`src/rtl/qsfp_link_monitor_pkg.sv`:
```
// ---------------------------------------------------------------------------
// qsfp_mon_pkg
// Shared definitions for the QSFP link monitor: the link FSM state encoding,
// the width of the up-time counter, and a saturating increment helper used
// by every statistics counter in the block.
// ---------------------------------------------------------------------------
package qsfp_mon_pkg;

  typedef enum logic [1:0] {
    DOWN      = 2'd0,
    QUAL_UP   = 2'd1,
    UP        = 2'd2,
    QUAL_DOWN = 2'd3
  } linkState_e;

  localparam int UP_CYCLES_W = 32;

  // Increments value unless it already sits at the all-ones value of a
  // counter that is 'width' bits wide (width 1..32); callers cast the
  // result back down to their own counter width.
  function automatic logic [31:0] satInc(input logic [31:0] value,
                                         input int unsigned width);
    logic [31:0] maxVal;
    maxVal = (width >= 32) ? 32'hFFFF_FFFF : ((32'd1 << width) - 32'd1);
    return (value >= maxVal) ? value : value + 32'd1;
  endfunction

endpackage

```
`src/rtl/qsfp_link_monitor_if.sv`:
```
// ---------------------------------------------------------------------------
// qsfp_link_monitor_if
// Bundles the per-channel signals of the QSFP link monitor.
//   channel_up_async : raw channel-up from the transceiver core (any domain)
//   clear_stats      : single-cycle pulse clearing the statistics
//   channel_up       : debounced link-up level
//   link_up_pulse    : one-cycle pulse on an accepted rising transition
//   link_down_pulse  : one-cycle pulse on an accepted falling transition
//   drop_count       : saturating count of accepted up->down transitions
//   flap_count       : saturating count of aborted qualifications
//   up_cycles        : saturating cycles since the last accepted link-up
// Modports: master drives the inputs and reads the status (transceiver /
// status-register side); slave is the monitor itself.
// ---------------------------------------------------------------------------
interface qsfp_link_monitor_if #(
  parameter int CNT_W = 16
);
  import qsfp_mon_pkg::*;

  logic                   channel_up_async;
  logic                   clear_stats;
  logic                   channel_up;
  logic                   link_up_pulse;
  logic                   link_down_pulse;
  logic [CNT_W-1:0]       drop_count;
  logic [CNT_W-1:0]       flap_count;
  logic [UP_CYCLES_W-1:0] up_cycles;

  modport master (
    output channel_up_async,
    output clear_stats,
    input  channel_up,
    input  link_up_pulse,
    input  link_down_pulse,
    input  drop_count,
    input  flap_count,
    input  up_cycles
  );

  modport slave (
    input  channel_up_async,
    input  clear_stats,
    output channel_up,
    output link_up_pulse,
    output link_down_pulse,
    output drop_count,
    output flap_count,
    output up_cycles
  );

endinterface

```
`src/rtl/qsfp_link_monitor_sync.sv`:
```
// ---------------------------------------------------------------------------
// link_mon_sync
// Multi-flop synchronizer bringing the raw channel-up level into axi_clk.
//   clk     : destination clock
//   rst_n   : asynchronous active-low reset, clears every stage
//   i_async : asynchronous input level
//   o_sync  : synchronized level (last stage of the chain)
// ---------------------------------------------------------------------------
module link_mon_sync #(
  parameter int SYNC_STAGES = 2
) (
  input  logic clk,
  input  logic rst_n,
  input  logic i_async,
  output logic o_sync
);

  (* ASYNC_REG = "TRUE" *) logic [SYNC_STAGES-1:0] r_chain;

  always_ff @(posedge clk or negedge rst_n) begin
    if (!rst_n) begin
      r_chain <= '0;
    end else begin
      r_chain <= {r_chain[SYNC_STAGES-2:0], i_async};
    end
  end

  assign o_sync = r_chain[SYNC_STAGES-1];

endmodule

```
`src/rtl/qsfp_link_monitor.sv`:
```
// ---------------------------------------------------------------------------
// qsfp_link_monitor
// Per-channel QSFP link monitor. Synchronizes the raw channel-up indication,
// debounces it through a four-state qualification FSM and keeps link-event
// statistics. Every output is a flop in axi_clk, so the status register
// block can sample them directly.
//   axi_clk    : only clock
//   axi_resetn : asynchronous active-low reset
//   mon        : qsfp_link_monitor_if.slave (inputs channel_up_async,
//                clear_stats; status outputs channel_up, link_up_pulse,
//                link_down_pulse, drop_count, flap_count, up_cycles)
// Parameters: SYNC_STAGES (2..4), DEBOUNCE_CYCLES (>= 1), CNT_W (1..32).
// Build option: define QSFP_LINK_MON_FLAP_COUNT_EN to count aborted
// qualifications in flap_count; otherwise flap_count reads 0.
// ---------------------------------------------------------------------------
module qsfp_link_monitor
  import qsfp_mon_pkg::*;
#(
  parameter int SYNC_STAGES     = 2,
  parameter int DEBOUNCE_CYCLES = 1000,
  parameter int CNT_W           = 16
) (
  input  logic                axi_clk,
  input  logic                axi_resetn,
  qsfp_link_monitor_if.slave  mon
);

  localparam int                DCNT_W   = $clog2(DEBOUNCE_CYCLES + 1);
  localparam logic [DCNT_W-1:0] DCNT_MAX = DCNT_W'(DEBOUNCE_CYCLES);
  localparam logic [DCNT_W-1:0] DCNT_ONE = DCNT_W'(1);

  logic                   w_sUp;
  linkState_e             r_state;
  linkState_e             w_nextState;
  logic [DCNT_W-1:0]      r_dcnt;
  logic [DCNT_W-1:0]      w_nextDcnt;
  logic                   w_upEvent;
  logic                   w_downEvent;
  logic                   r_channelUp;
  logic                   r_linkUpPulse;
  logic                   r_linkDownPulse;
  logic [CNT_W-1:0]       r_dropCount;
  logic [UP_CYCLES_W-1:0] r_upCycles;

  link_mon_sync #(
    .SYNC_STAGES (SYNC_STAGES)
  ) u_sync (
    .clk     (axi_clk),
    .rst_n   (axi_resetn),
    .i_async (mon.channel_up_async),
    .o_sync  (w_sUp)
  );

  always_ff @(posedge axi_clk or negedge axi_resetn) begin
    if (!axi_resetn) begin
      r_state <= DOWN;
      r_dcnt  <= '0;
    end else begin
      r_state <= w_nextState;
      r_dcnt  <= w_nextDcnt;
    end
  end

  // dcnt counts cycles already spent in a qualifying state, starting at 1 on
  // entry, so the qualifying state lasts exactly DEBOUNCE_CYCLES cycles.
  always_comb begin
    w_nextState = r_state;
    w_nextDcnt  = r_dcnt;
    w_upEvent   = 1'b0;
    w_downEvent = 1'b0;
    case (r_state)
      DOWN: begin
        if (w_sUp) begin
          w_nextState = QUAL_UP;
          w_nextDcnt  = DCNT_ONE;
        end
      end
      QUAL_UP: begin
        if (!w_sUp) begin
          w_nextState = DOWN;
        end else if (r_dcnt == DCNT_MAX) begin
          w_nextState = UP;
          w_upEvent   = 1'b1;
        end else begin
          w_nextDcnt = r_dcnt + 1'b1;
        end
      end
      UP: begin
        if (!w_sUp) begin
          w_nextState = QUAL_DOWN;
          w_nextDcnt  = DCNT_ONE;
        end
      end
      QUAL_DOWN: begin
        if (w_sUp) begin
          w_nextState = UP;
        end else if (r_dcnt == DCNT_MAX) begin
          w_nextState = DOWN;
          w_downEvent = 1'b1;
        end else begin
          w_nextDcnt = r_dcnt + 1'b1;
        end
      end
      default: begin
        w_nextState = DOWN;
      end
    endcase
  end

  // Level and pulses are registered from the next state, so the pulses land
  // in the same cycle the level changes.
  always_ff @(posedge axi_clk or negedge axi_resetn) begin
    if (!axi_resetn) begin
      r_channelUp     <= 1'b0;
      r_linkUpPulse   <= 1'b0;
      r_linkDownPulse <= 1'b0;
    end else begin
      r_channelUp     <= (w_nextState == UP) || (w_nextState == QUAL_DOWN);
      r_linkUpPulse   <= w_upEvent;
      r_linkDownPulse <= w_downEvent;
    end
  end

  // clear_stats has priority over any increment or reload in the same cycle.
  always_ff @(posedge axi_clk or negedge axi_resetn) begin
    if (!axi_resetn) begin
      r_dropCount <= '0;
      r_upCycles  <= '0;
    end else if (mon.clear_stats) begin
      r_dropCount <= '0;
      r_upCycles  <= '0;
    end else begin
      if (w_downEvent) begin
        r_dropCount <= CNT_W'(satInc(32'(r_dropCount), CNT_W));
      end
      if (w_upEvent) begin
        r_upCycles <= '0;
      end else if (r_channelUp) begin
        r_upCycles <= satInc(r_upCycles, UP_CYCLES_W);
      end
    end
  end

`ifdef QSFP_LINK_MON_FLAP_COUNT_EN
  logic             w_flapEvent;
  logic [CNT_W-1:0] r_flapCount;

  // A flap is a qualification abandoned because the input reverted.
  assign w_flapEvent = ((r_state == QUAL_UP)   && !w_sUp) ||
                       ((r_state == QUAL_DOWN) &&  w_sUp);

  always_ff @(posedge axi_clk or negedge axi_resetn) begin
    if (!axi_resetn) begin
      r_flapCount <= '0;
    end else if (mon.clear_stats) begin
      r_flapCount <= '0;
    end else if (w_flapEvent) begin
      r_flapCount <= CNT_W'(satInc(32'(r_flapCount), CNT_W));
    end
  end

  assign mon.flap_count = r_flapCount;
`else
  assign mon.flap_count = '0;
`endif

  assign mon.channel_up      = r_channelUp;
  assign mon.link_up_pulse   = r_linkUpPulse;
  assign mon.link_down_pulse = r_linkDownPulse;
  assign mon.drop_count      = r_dropCount;
  assign mon.up_cycles       = r_upCycles;

endmodule

```
`src/flat_wrapper.sv`:
```
// flat-port wrapper written by rule: the top's interface ports become plain ports
module qsfp_link_monitor_flat import qsfp_mon_pkg::*;
#(
  parameter int SYNC_STAGES     = 2,
  parameter int DEBOUNCE_CYCLES = 1000,
  parameter int CNT_W           = 16
)
  (axi_clk, axi_resetn, mon_channel_up_async, mon_clear_stats, mon_channel_up, mon_link_up_pulse, mon_link_down_pulse, mon_drop_count, mon_flap_count, mon_up_cycles);
  qsfp_link_monitor_if #(.CNT_W(CNT_W)) mon_i ();
  input  logic axi_clk;
  input  logic axi_resetn;
  input wire logic [$bits(mon_i.channel_up_async)-1:0] mon_channel_up_async;
  input wire logic [$bits(mon_i.clear_stats)-1:0] mon_clear_stats;
  output wire logic [$bits(mon_i.channel_up)-1:0] mon_channel_up;
  output wire logic [$bits(mon_i.link_up_pulse)-1:0] mon_link_up_pulse;
  output wire logic [$bits(mon_i.link_down_pulse)-1:0] mon_link_down_pulse;
  output wire logic [$bits(mon_i.drop_count)-1:0] mon_drop_count;
  output wire logic [$bits(mon_i.flap_count)-1:0] mon_flap_count;
  output wire logic [$bits(mon_i.up_cycles)-1:0] mon_up_cycles;
  assign mon_i.channel_up_async = mon_channel_up_async;
  assign mon_i.clear_stats = mon_clear_stats;
  assign mon_channel_up = mon_i.channel_up;
  assign mon_link_up_pulse = mon_i.link_up_pulse;
  assign mon_link_down_pulse = mon_i.link_down_pulse;
  assign mon_drop_count = mon_i.drop_count;
  assign mon_flap_count = mon_i.flap_count;
  assign mon_up_cycles = mon_i.up_cycles;
  qsfp_link_monitor #(.SYNC_STAGES(SYNC_STAGES), .DEBOUNCE_CYCLES(DEBOUNCE_CYCLES), .CNT_W(CNT_W)) u_core (.axi_clk(axi_clk), .axi_resetn(axi_resetn), .mon(mon_i));
endmodule
```
`config.mk`:
```
export PLATFORM = sky130hd
export DESIGN_NAME = qsfp_link_monitor_flat
export DESIGN_NICKNAME = d
export VERILOG_FILES = /design/src/rtl/qsfp_link_monitor_pkg.sv /design/src/rtl/qsfp_link_monitor_if.sv /design/src/rtl/qsfp_link_monitor_sync.sv /design/src/rtl/qsfp_link_monitor.sv /design/src/flat_wrapper.sv
export SDC_FILE = /design/constraint.sdc
export NUM_CORES = 1
export LEC_CHECK = 0
export BUFFER_PORTS_ARGS = -buffer_cell sky130_fd_sc_hd__clkbuf_2
export CAP_MARGIN = 5
export CORE_MARGIN = 4
export CORE_UTILIZATION = 60
export CTS_BUF_LIST = sky130_fd_sc_hd__clkbuf_4 sky130_fd_sc_hd__clkbuf_8 sky130_fd_sc_hd__clkbuf_16
export DETAILED_ROUTE_END_ITERATION = 16
export PLACE_DENSITY = 0.86
export RECOVER_POWER = 50
export SETUP_SLACK_MARGIN = 0.05
export SYNTH_ARGS = -nofsm -noshare
export SYNTH_HDL_FRONTEND = slang
export SYNTH_HIERARCHICAL = 1
export SYNTH_SLANG_ARGS = --single-unit
export TNS_END_PERCENT = 50
```
`constraint.sdc`:
```
create_clock -name axi_clk -period 2.75 [get_ports axi_clk]
set_input_delay 0.275 -clock axi_clk [delete_from_list [all_inputs] [get_ports axi_clk]]
set_output_delay 0.275 -clock axi_clk [all_outputs]
set_load 0.05 [all_outputs]
```
=== Yosys cells after proc, flatten, opt, wreduce, memory -nomap -nowiden ===
Index checks and enable logic that the tools add are counted.

* Register bits after elaboration: 65
* Bits of input ports: 4

* $lt $le $gt $ge: 2
* Mux-type cells: 25
* Add/sub/neg operators: 3
* Equality and inequality tests: 12
* Reduce and logical (&&, ||, !) cells: 7

{| class="wikitable"
|+ Operator list
! operator !! number
|-
| 32-bit 2-to-1 mux || 4
|-
| 10-bit 2-to-1 mux || 5
|-
| 16-bit 2-to-1 mux || 3
|-
| 10-bit case mux with 4 select lines || 1
|-
| 32-bit by 1-bit adder with 32-bit output, second input constant || 1
|-
| 32-bit >= comparator, second input constant || 1
|-
| 16-bit by 1-bit adder with 16-bit output, second input constant || 1
|-
| 16-bit >= comparator, second input constant || 1
|-
| 2-bit 2-to-1 mux || 6
|-
| 10-bit by 1-bit adder with 10-bit output, second input constant || 1
|-
| 10-bit equality test, second input constant || 1
|-
| 2-bit inequality test, second input constant || 5
|-
| 2-bit equality test, second input constant || 4
|-
| 2-bit case mux with 4 select lines || 1
|-
| 1-bit 2-to-1 mux || 5
|-
| 2-bit AND reduction || 2
|-
| 4-bit AND reduction || 1
|-
| 3-bit by 2-bit inequality test with 1-bit output, second input constant || 1
|-
| 3-bit nonzero test || 1
|-
| 2-bit by 1-bit equality test with 1-bit output, second input constant || 1
|-
| 2-bit zero test || 1
|-
| 2-bit nonzero test || 1
|-
| 1-bit logical OR || 1
|}

=== Logic depth before layout (Yosys ltp) ===
Gate-level depths: netlist of the first run.

* Depth after elaboration: 6
* Mapped depth: 9
* Mapped depth without buffers: 7

=== Modules after synthesis ===
Netlist of the first run, hierarchy kept.

{| class="wikitable"
|+ Modules (own cells, without submodules)
! module !! cells each !! times used !! sequential area each (sq um) !! area each (sq um)
|-
| qsfp_link_monitor || 376 || 1 || 1551.5 || 3604.7
|-
| link_mon_sync || 2 || 1 || 50.0 || 50.0
|}

=== Worst setup path after synthesis of the first run ===
OpenSTA, ideal clock, no wires.

* Path kind: reg2reg
* Start: reg u_core.r_channelUp, in the netlist u_core/mon.channel_up
* End: reg u_core.r_upCycles[29], in the netlist u_core/mon.up_cycles[29]
* Data arrival time: 2.108 ns
* Period minus slack after synthesis: 2.186 ns
* Slack: 0.564 ns
* Stages on the path, launching flop included: 7
* Cell sequence: dfrtp_1 buf_2 and4_1 and4_1 nand4_4 or4_1 a21oi_1

* Longest elaborated chain between the ends: 2

{| class="wikitable"
|+ Ends and longest elaborated chain
! what !! line !! RTL
|-
| start, declared || qsfp_link_monitor.sv:39 || <nowiki>logic r_channelUp;</nowiki>
|-
| start signal, assigned || qsfp_link_monitor.sv:118 || <nowiki>r_channelUp <= (w_nextState == UP) || (w_nextState == QUAL_DOWN);</nowiki>
|-
| 3-bit nonzero test (no line) || -- ||
|-
| 2-bit AND reduction (no line) || -- ||
|-
| end signal, assigned || qsfp_link_monitor.sv:139 || <nowiki>r_upCycles <= satInc(r_upCycles, UP_CYCLES_W);</nowiki>
|-
| end, declared || qsfp_link_monitor.sv:43 || <nowiki>logic [UP_CYCLES_W-1:0] r_upCycles;</nowiki>
|}

Every way passes these cells.
A chain may end at the register's enable or synchronous reset.

=== Final worst setup path of the first run ===
* Start: reg u_core.r_dcnt[1]
* End: reg u_core.r_dropCount[13], in the netlist u_core/mon.drop_count[13]

* Longest elaborated chain between the ends: 6

{| class="wikitable"
|+ Ends and longest elaborated chain
! what !! line !! RTL
|-
| start, declared || qsfp_link_monitor.sv:35 || <nowiki>logic [DCNT_W-1:0] r_dcnt;</nowiki>
|-
| start signal, assigned || qsfp_link_monitor.sv:60 || <nowiki>r_dcnt <= w_nextDcnt;</nowiki>
|-
| 10-bit equality test || qsfp_link_monitor.sv:97 || <nowiki>end else if (r_dcnt == DCNT_MAX) begin</nowiki>
|-
| 1-bit 2-to-1 mux || qsfp_link_monitor.sv:97 ||
|-
| 1-bit 2-to-1 mux || qsfp_link_monitor.sv:95 || <nowiki>if (w_sUp) begin</nowiki>
|-
| 1-bit 2-to-1 mux || qsfp_link_monitor.sv:71 || <nowiki>case (r_state)</nowiki>
|-
| 2-bit nonzero test (no line) || -- ||
|-
| 2-bit AND reduction (no line) || -- ||
|-
| end signal, assigned || qsfp_link_monitor.sv:134 || <nowiki>r_dropCount <= CNT_W'(satInc(32'(r_dropCount), CNT_W));</nowiki>
|-
| end, declared || qsfp_link_monitor.sv:42 || <nowiki>logic [CNT_W-1:0] r_dropCount;</nowiki>
|}

Every way passes these cells.

==> flow_summary_export.csv, run 1 <==
group,metric,value,unit
run_status,status,"complete, but fails checks",
run_status,violations,"max-capacitance violations, max-slew violations",
route,drc,0,
logic_synthesis,ys_seq_area_share,43.8,%
logic_synthesis,syn_inst,378,
floorplan,die_area,7400,um2
logic_synthesis,synth_area_per_cell,9.67,um2
critical_path,worstPathRequired,2980,ps
timing,rsz0062_at_grt,"false",
logic_synthesis,yosysMostFrequentCell,"dfrtp_1",
global_route,grt_start_max_net_pins,36,
critical_path,critPathLaunchType,"flop",
cts,cts-buffers-inserted,9,
timing,fin_crit_sh,82.0,%
min_path,hold_path_class,"primary input to flop",
power_and_ir_drop,powerDensity,467,nW/um2
cts,cts_tree,"yes",
timing,setup_viol,0,
global_route,grt_use_met3,5.00,%
route,first_pass_iters,5,
route,drt-total-wl,8.38,mm
critical_path,worstReg2RegEnd,"u_core/mon.drop_count[13]$_DFFE_PN0P_",
placed_design,postPlaceCellArea,3880,um2
placed_design,routabilityCongestion,0.868,
global_route,grt.total_usage,24.3,%
cells_and_area,multi_input_area,1820,um2
cells_and_area,stdcell_area,4020,um2
logic_synthesis,synth_ff_type,"dfrtp_1",
cts,hold_buffers,0,
logic_synthesis,synth_top_area_cell,"dfrtp_1",
critical_path,r2r_slack,500,ps
global_route,antenna_found_initial,0,
cells_and_area,fill_cells,499,
power_and_ir_drop,p_leak,1.77,nW
floorplan,die_x,86.0,um
critical_path,crit_start,"u_core/r_dcnt[1]$_DFFE_PN0P_",
critical_path,crit_end,"u_core/mon.drop_count[13]$_DFFE_PN0P_",
logic_synthesis,synth.top_cells.by_count,"dfrtp_1, nor2_1, nand3_1, a21oi_1",
timing,max_freq,0.444,GHz
cts,clockBufferDepth,2,
logic_synthesis,yosys.cell_types.count,54,
route,via_per_inst,6.06,
power_and_ir_drop,vdd_drop_max,339,uV
route,vias,3093,
global_route,grt_pass1_wl,14.3,mm
route,routedWlPerCell,16.4,um
floorplan,core_area,5920,um2
global_route,grt_util_met1,30.2,%
cts,cts.sinks,64,
timing,finClkSkew,9.66,ps
cts,clk_latency,350,ps
timing,tightest_slew,1680,ps
placed_design,place_hpwl,5.82,mm
cells_and_area,antenna_cells,0,
logic_synthesis,synth_edf_count,0,
cts,root_buffer,"clkbuf_8",
critical_path,rr_startpoint,"u_core/r_dcnt[1]$_DFFE_PN0P_",
logic_synthesis,synth_top_area_share,43.8,%
route,drt_iter0_drc,148,
floorplan,die_h,86.0,um
critical_path,path_class,"flop to flop",
logic_synthesis,postSynth.asyncResetShare,100,%
cts,path_clk_slew,70,ps
critical_path,crit_arrival,2480,ps
placed_design,portBuffers,54,
timing,relSlewSlack,-12.0,%
job,maxCapViolCount,1,
floorplan,initial_core_util,61.7,%
cells_and_area,final-seq-area,1600,um2
floorplan,num_rows,28,
logic_synthesis,syn_area,3650,um2
global_route,grt_pass1_vias,3025,
critical_path,worstPathMaxFanout,8,
critical_path,end_kind,"flop",
global_route,top_usage_layer,"met2",
cells_and_area,nNetsFinal,438,
logic_synthesis,ys_top_cells_by_area,"dfrtp_1, xnor2_1, nor2_1, nand3_1, buf_4",
cts,cts_setup_buffers,0,
route,ant_nets,0,
timing,fin_crit,2250,ps
global_route,grt_use_met2,40.4,%
logic_synthesis,yosysWarnings,6,
timing,setup_tns,0,ps
cts,htree_levels,3,
cells_and_area,area_delta_synth_final,10.0,%
critical_path,reg2reg_depth,7,
timing,hold_viol,0,
floorplan,top_level_ports,71,
cts,cts.repair.resized,0,
timing,slew_viol_final,31,
global_route,overflow,0,
cells_and_area,drive_above_1_share,15.6,%
logic_synthesis,ys_seq_elements,64,
-- kinds of logic (layout without fill, tap and decap cells) --
kind of cell,count (synthesis),after routing,synth area share (%)
buffers and inverters,42,84,7.81
AO/OA/AOI/OAI,64,64,11.3
flip-flops,64,64,43.8
adder cells (fa/ha/maj),4,4,1.37
XOR/XNOR,31,31,7.43
multiplexers,3,3,0.856
AND/OR/NAND/NOR,169,169,27.3
other,1,16,0.103
-- where the power goes --
group | internal, W | total, W | switching (W)
logic | 0.0000259 | 0.000129 | 0.000103
clock network | 0.000407 | 0.000767 | 0.000361
registers | 0.000957 | 0.000980 | 0.0000221
total | 0.00139 | 0.00188 | 0.000486
-- layout by cell type (no fill, tap or decap), types with 7 or more instances in the layout --
cell      count
conb_1       16
o21ai_1       9
a21oi_1      19
nor2_1       40
or4_1        11
or3_1        11
xor2_1       13
nand4_1      15
o31ai_1       8
clkbuf_8     12
and3_1        8
dfrtp_1      64
inv_1         8
xnor2_1      18
clkbuf_2     31
and4_1        7
clkbuf_1     24
nand2_1      18
nand3_1      24
-- worst min-delay path by stage --
stage | from | end | cells past startpoint
global route | mon_channel_up_async | u_core/u_sync/r_chain[0]$_DFF_PN0_ | 1
global placement | u_core/u_sync/r_chain[0]$_DFF_PN0_ | u_core/u_sync/r_chain[1]$_DFF_PN0_ | 0
CTS | axi_resetn | u_core/r_dcnt[7]$_DFFE_PN0P_ | 1
detailed placement | u_core/u_sync/r_chain[0]$_DFF_PN0_ | u_core/u_sync/r_chain[1]$_DFF_PN0_ | 0
finish | mon_channel_up_async | u_core/u_sync/r_chain[0]$_DFF_PN0_ | 1
floorplan | axi_resetn | u_core/mon.channel_up$_DFF_PN0_ | 0
-- cell type report --
| type | instances | area share, % |
|---|---|---|
| inverter | 8 | 0.747 |
| timing repair buffer | 60 | 7.03 |
| clock buffer | 13 | 4.30 |
| sequential | 64 | 39.8 |
| clock inverter | 3 | 0.373 |
| tap | 75 | 2.33 |
| multi-input combinational | 287 | 45.4 |
-- critical path, stage by stage, from the launching register on --
cell     delay (ps)
dfrtp_1         400
inv_1           120
ha_1            170
nor2b_1         340
nand4_1         400
nor4b_1         470
xnor2_1         170
nor2_1           60
-- registers in the layout (all words and copies together), names as in the netlist --
signal	count
u_core/u_sync/r_chain	2
u_core/mon.channel_up	1
u_core/r_dcnt	10
u_core/mon.up_cycles	32
u_core/r_state	1
u_core/mon.drop_count	16
u_core/mon.link_up_pulse	1
u_core/mon.link_down_pulse	1
-- routing by layer --
layer	vias up	part of all wire, %
met5	-	0
met1	1519	43
met3	17	5.2
met4	0	2.0
li1	1464	-
met2	93	50
-- per-stage QoR --
stage	utilization, %	power [W]	hold slack (ps)	worst slack (ps)	std cells
final	67.9	0.00188	48.0	496	510
after global routing	67.9	0.00195	33.9	198	510
after CTS	68.7	0.00189	28.3	509	510
after detailed placement	65.5	0.00113	342	575	494
after global placement	65.5	0.00112	339	752	494
after floorplan	-	0.00110	-20.6	564	393
Power figures use the tool's default switching activity.
==> run 2, diff against run 1 <==
Settings changed: CORE_UTILIZATION 60 to 56, PLACE_DENSITY 0.86 to 0.81.
Clock period 2.75 ns to 2.3 ns, I/O delays scaled along.
==> run 2 against run 1 <==
The run still ends with max-capacitance violations, max-slew violations left. Flip-flop and latch count did not move. Clock power rose by 10%. Non-clock buffer count rose by 4. Power rose by 16%. Sequential share of layout area fell by 0.25 points. First-iteration DRC count rose by 6.8%. Die area rose by 6.5%. Clock skew fell by 5.1 ps. Critical path type unchanged. Critical endpoint is now u_core/mon.drop_count[6]$_DFFE_PN0P_. Largest power group unchanged.
==> flow_summary_export.csv, run 2 (synthesized netlist as in run 1, its figures left out) <==
group,metric,value,unit
cells_and_area,largest_reg_flops,32,
floorplan,die_area,7880,um2
cts,path_clk_slew,60,ps
cells_and_area,fin_util,63.7,%
critical_path,critPathLaunchType,"flop",
route,via_per_inst,5.93,
floorplan,core_area,6350,um2
power_and_ir_drop,p_comb_share,7.1,%
route,ant_nets,0,
cells_and_area,final_common_cell,"dfrtp_1",
floorplan,num_rows,29,
cells_and_area,area_delta_synth_final,10.7,%
critical_path,crit_chain,"inv_1 -> ha_1 -> nor2b_1 -> and4_1 -> o21ai_2 -> or3_1 -> a21oi_1",
critical_path,end_kind,"flop",
critical_path,crit_family,"simple AND/OR/NAND/NOR gates",
global_route,grt_pass1_wl,13.5,mm
timing,rsz0062_at_grt,"true",
min_path,hold_path_class,"primary input to flop",
critical_path,timing.critical_path.buf_inv,1,
floorplan,die_h,88.8,um
cells_and_area,multi_input_area,1820,um2
cts,cts.sinks,64,
timing,tightest_slew,1590,ps
job,maxCapViolCount,1,
cts,cts.repair.resized,0,
power_and_ir_drop,finalPower,0.00217,W
cts,clockBufferDepth,2,
route,drt_iter0_drc,158,
floorplan,initial_core_util,57.6,%
route,drc,0,
global_route,overflow,0,
timing,fin_crit,2090,ps
route,drt-total-wl,8.13,mm
critical_path,reg2reg_depth,7,
global_route,grt_start_max_net_pins,65,
min_path,hold_depth,2,
power_and_ir_drop,p_seq_share,54.0,%
critical_path,crit_path_max_incr_delay,430,ps
critical_path,crit_end,"u_core/mon.drop_count[6]$_DFFE_PN0P_",
cells_and_area,stdcell_area,4050,um2
cells_and_area,nNetsFinal,442,
power_and_ir_drop,powerDensity,536,nW/um2
timing,hold_viol,0,
critical_path,worstPathRequired,2560,ps
cts,htree_levels,3,
power_and_ir_drop,sw_frac_of_total,25.3,%
critical_path,r2r_slack,210,ps
timing,fin_ws,214,ps
cells_and_area,final-seq-area,1600,um2
cts,root_buffer,"clkbuf_8",
critical_path,path_class,"flop to flop",
power_and_ir_drop,internal-power,0.00162,W
power_and_ir_drop,vdd_drop_max,366,uV
critical_path,slowest_stage,"and4_1",
timing,relSlewSlack,-6.04,%
critical_path,worstReg2RegEnd,"u_core/mon.drop_count[6]$_DFFE_PN0P_",
power_and_ir_drop,clock_power_share,38.9,%
cells_and_area,fill_cells,551,
global_route,grt_pass1_vias,2859,
timing,max_freq,0.479,GHz
timing,fin_crit_sh,90.7,%
timing,finClkSkew,4.57,ps
placed_design,place_hpwl,5.58,mm
critical_path,crit_arrival,2350,ps
placed_design,routabilityCongestion,0.841,
route,routedWlPerCell,15.8,um
run_status,violations,"max-capacitance violations, max-slew violations",
power_and_ir_drop,p_leak,1.78,nW
floorplan,die_x,88.8,um
floorplan,top_level_ports,71,
cells_and_area,layout_common_cells,"dfrtp_1, nor2_1, clkbuf_2",
placed_design,dp_slack,187,ps
timing,slew_viol_final,65,
timing,setup_tns,0,ps
route,vias,3041,
placed_design,postPlaceCellArea,3890,um2
cts,cts_tree,"yes",
critical_path,path_depth,7,
critical_path,worstPathMaxFanout,7,
placed_design,portBuffers,54,
cts,clk_latency,340,ps
critical_path,rr_startpoint,"u_core/r_dcnt[0]$_DFFE_PN0P_",
route,first_pass_iters,4,
cells_and_area,antenna_cells,0,
cells_and_area,drive_above_1_share,15.8,%
power_and_ir_drop,p_switching,0.000549,W
timing,setup_viol,0,
run_status,status,"complete, but fails checks",
global_route,grt.total_usage,22.3,%
global_route,antenna_found_initial,0,
critical_path,crit_start,"u_core/r_dcnt[0]$_DFFE_PN0P_",
cts,cts-buffers-inserted,9,
-- run 2: worst reg2reg max path, cell delays in order, from the launching register on --
cell     delay [ps]
dfrtp_1         420
inv_1            90
ha_1            130
nor2b_1         320
and4_1          430
o21ai_2         160
or3_1           320
a21oi_1         150
-- run 2: layer usage --
metal	track usage [%]	part of all wire, %	vias up
li1	-	-	1472
met3	4.38	5.1	17
met2	35.9	49	87
met4	11.7	2.4	0
met5	0	0	-
met1	28.4	44	1465
-- run 2: power groups by stage --
stage | Combinational, W | Clock (W) | Sequential (W)
detailed placement | 0.000155 | 0 | 0.00119
finish | 0.000154 | 0.000844 | 0.00117
global placement | 0.000151 | 0 | 0.00119
floorplan | 0.000135 | 0 | 0.00118
global route | 0.000171 | 0.000917 | 0.00117
CTS | 0.000157 | 0.000867 | 0.00117
-- run 2: cell type report --
cell class / count / area share (%)
clock buffer: 12 / 3.93
clock inverter: 1 / 0.124
inverter: 8 / 0.742
multi-input combinational: 287 / 45.1
sequential: 64 / 39.6
tap: 77 / 2.38
timing repair buffer: 64 / 8.13
-- run 2: worst min-delay path by stage --
stage,slack (ps),startpoint,to
6_report,320,mon_clear_stats,u_core/mon.drop_count[6]$_DFFE_PN0P_
5_1_grt,340,mon_clear_stats,u_core/mon.drop_count[13]$_DFFE_PN0P_
4_1_cts,100,axi_resetn,u_core/mon.drop_count[4]$_DFFE_PN0P_
3_5_place_dp,340,mon_channel_up_async,u_core/u_sync/r_chain[0]$_DFF_PN0_
3_3_place_gp,340,mon_channel_up_async,u_core/u_sync/r_chain[0]$_DFF_PN0_
2_1_floorplan,-70,axi_resetn,u_core/mon.channel_up$_DFF_PN0_
-- run 2: per-stage QoR --
| step | hold slack (ps) | instances |
|---|---|---|
| after floorplan | -65.6 | 393 |
| after global placement | 341 | 498 |
| after detailed placement | 343 | 498 |
| after CTS | 95.2 | 512 |
| after global routing | 336 | 513 |
| final | 316 | 513 |
-- run 2: timing repair --
| action | CTS | global route |
|---|---|---|
| hold buffers | 1 | 0 |
| hold endpoints to repair | 1 | 0 |
| buffers inserted | 0 | 1 |
| endpoints found under the setup margin | 0 | 6 |
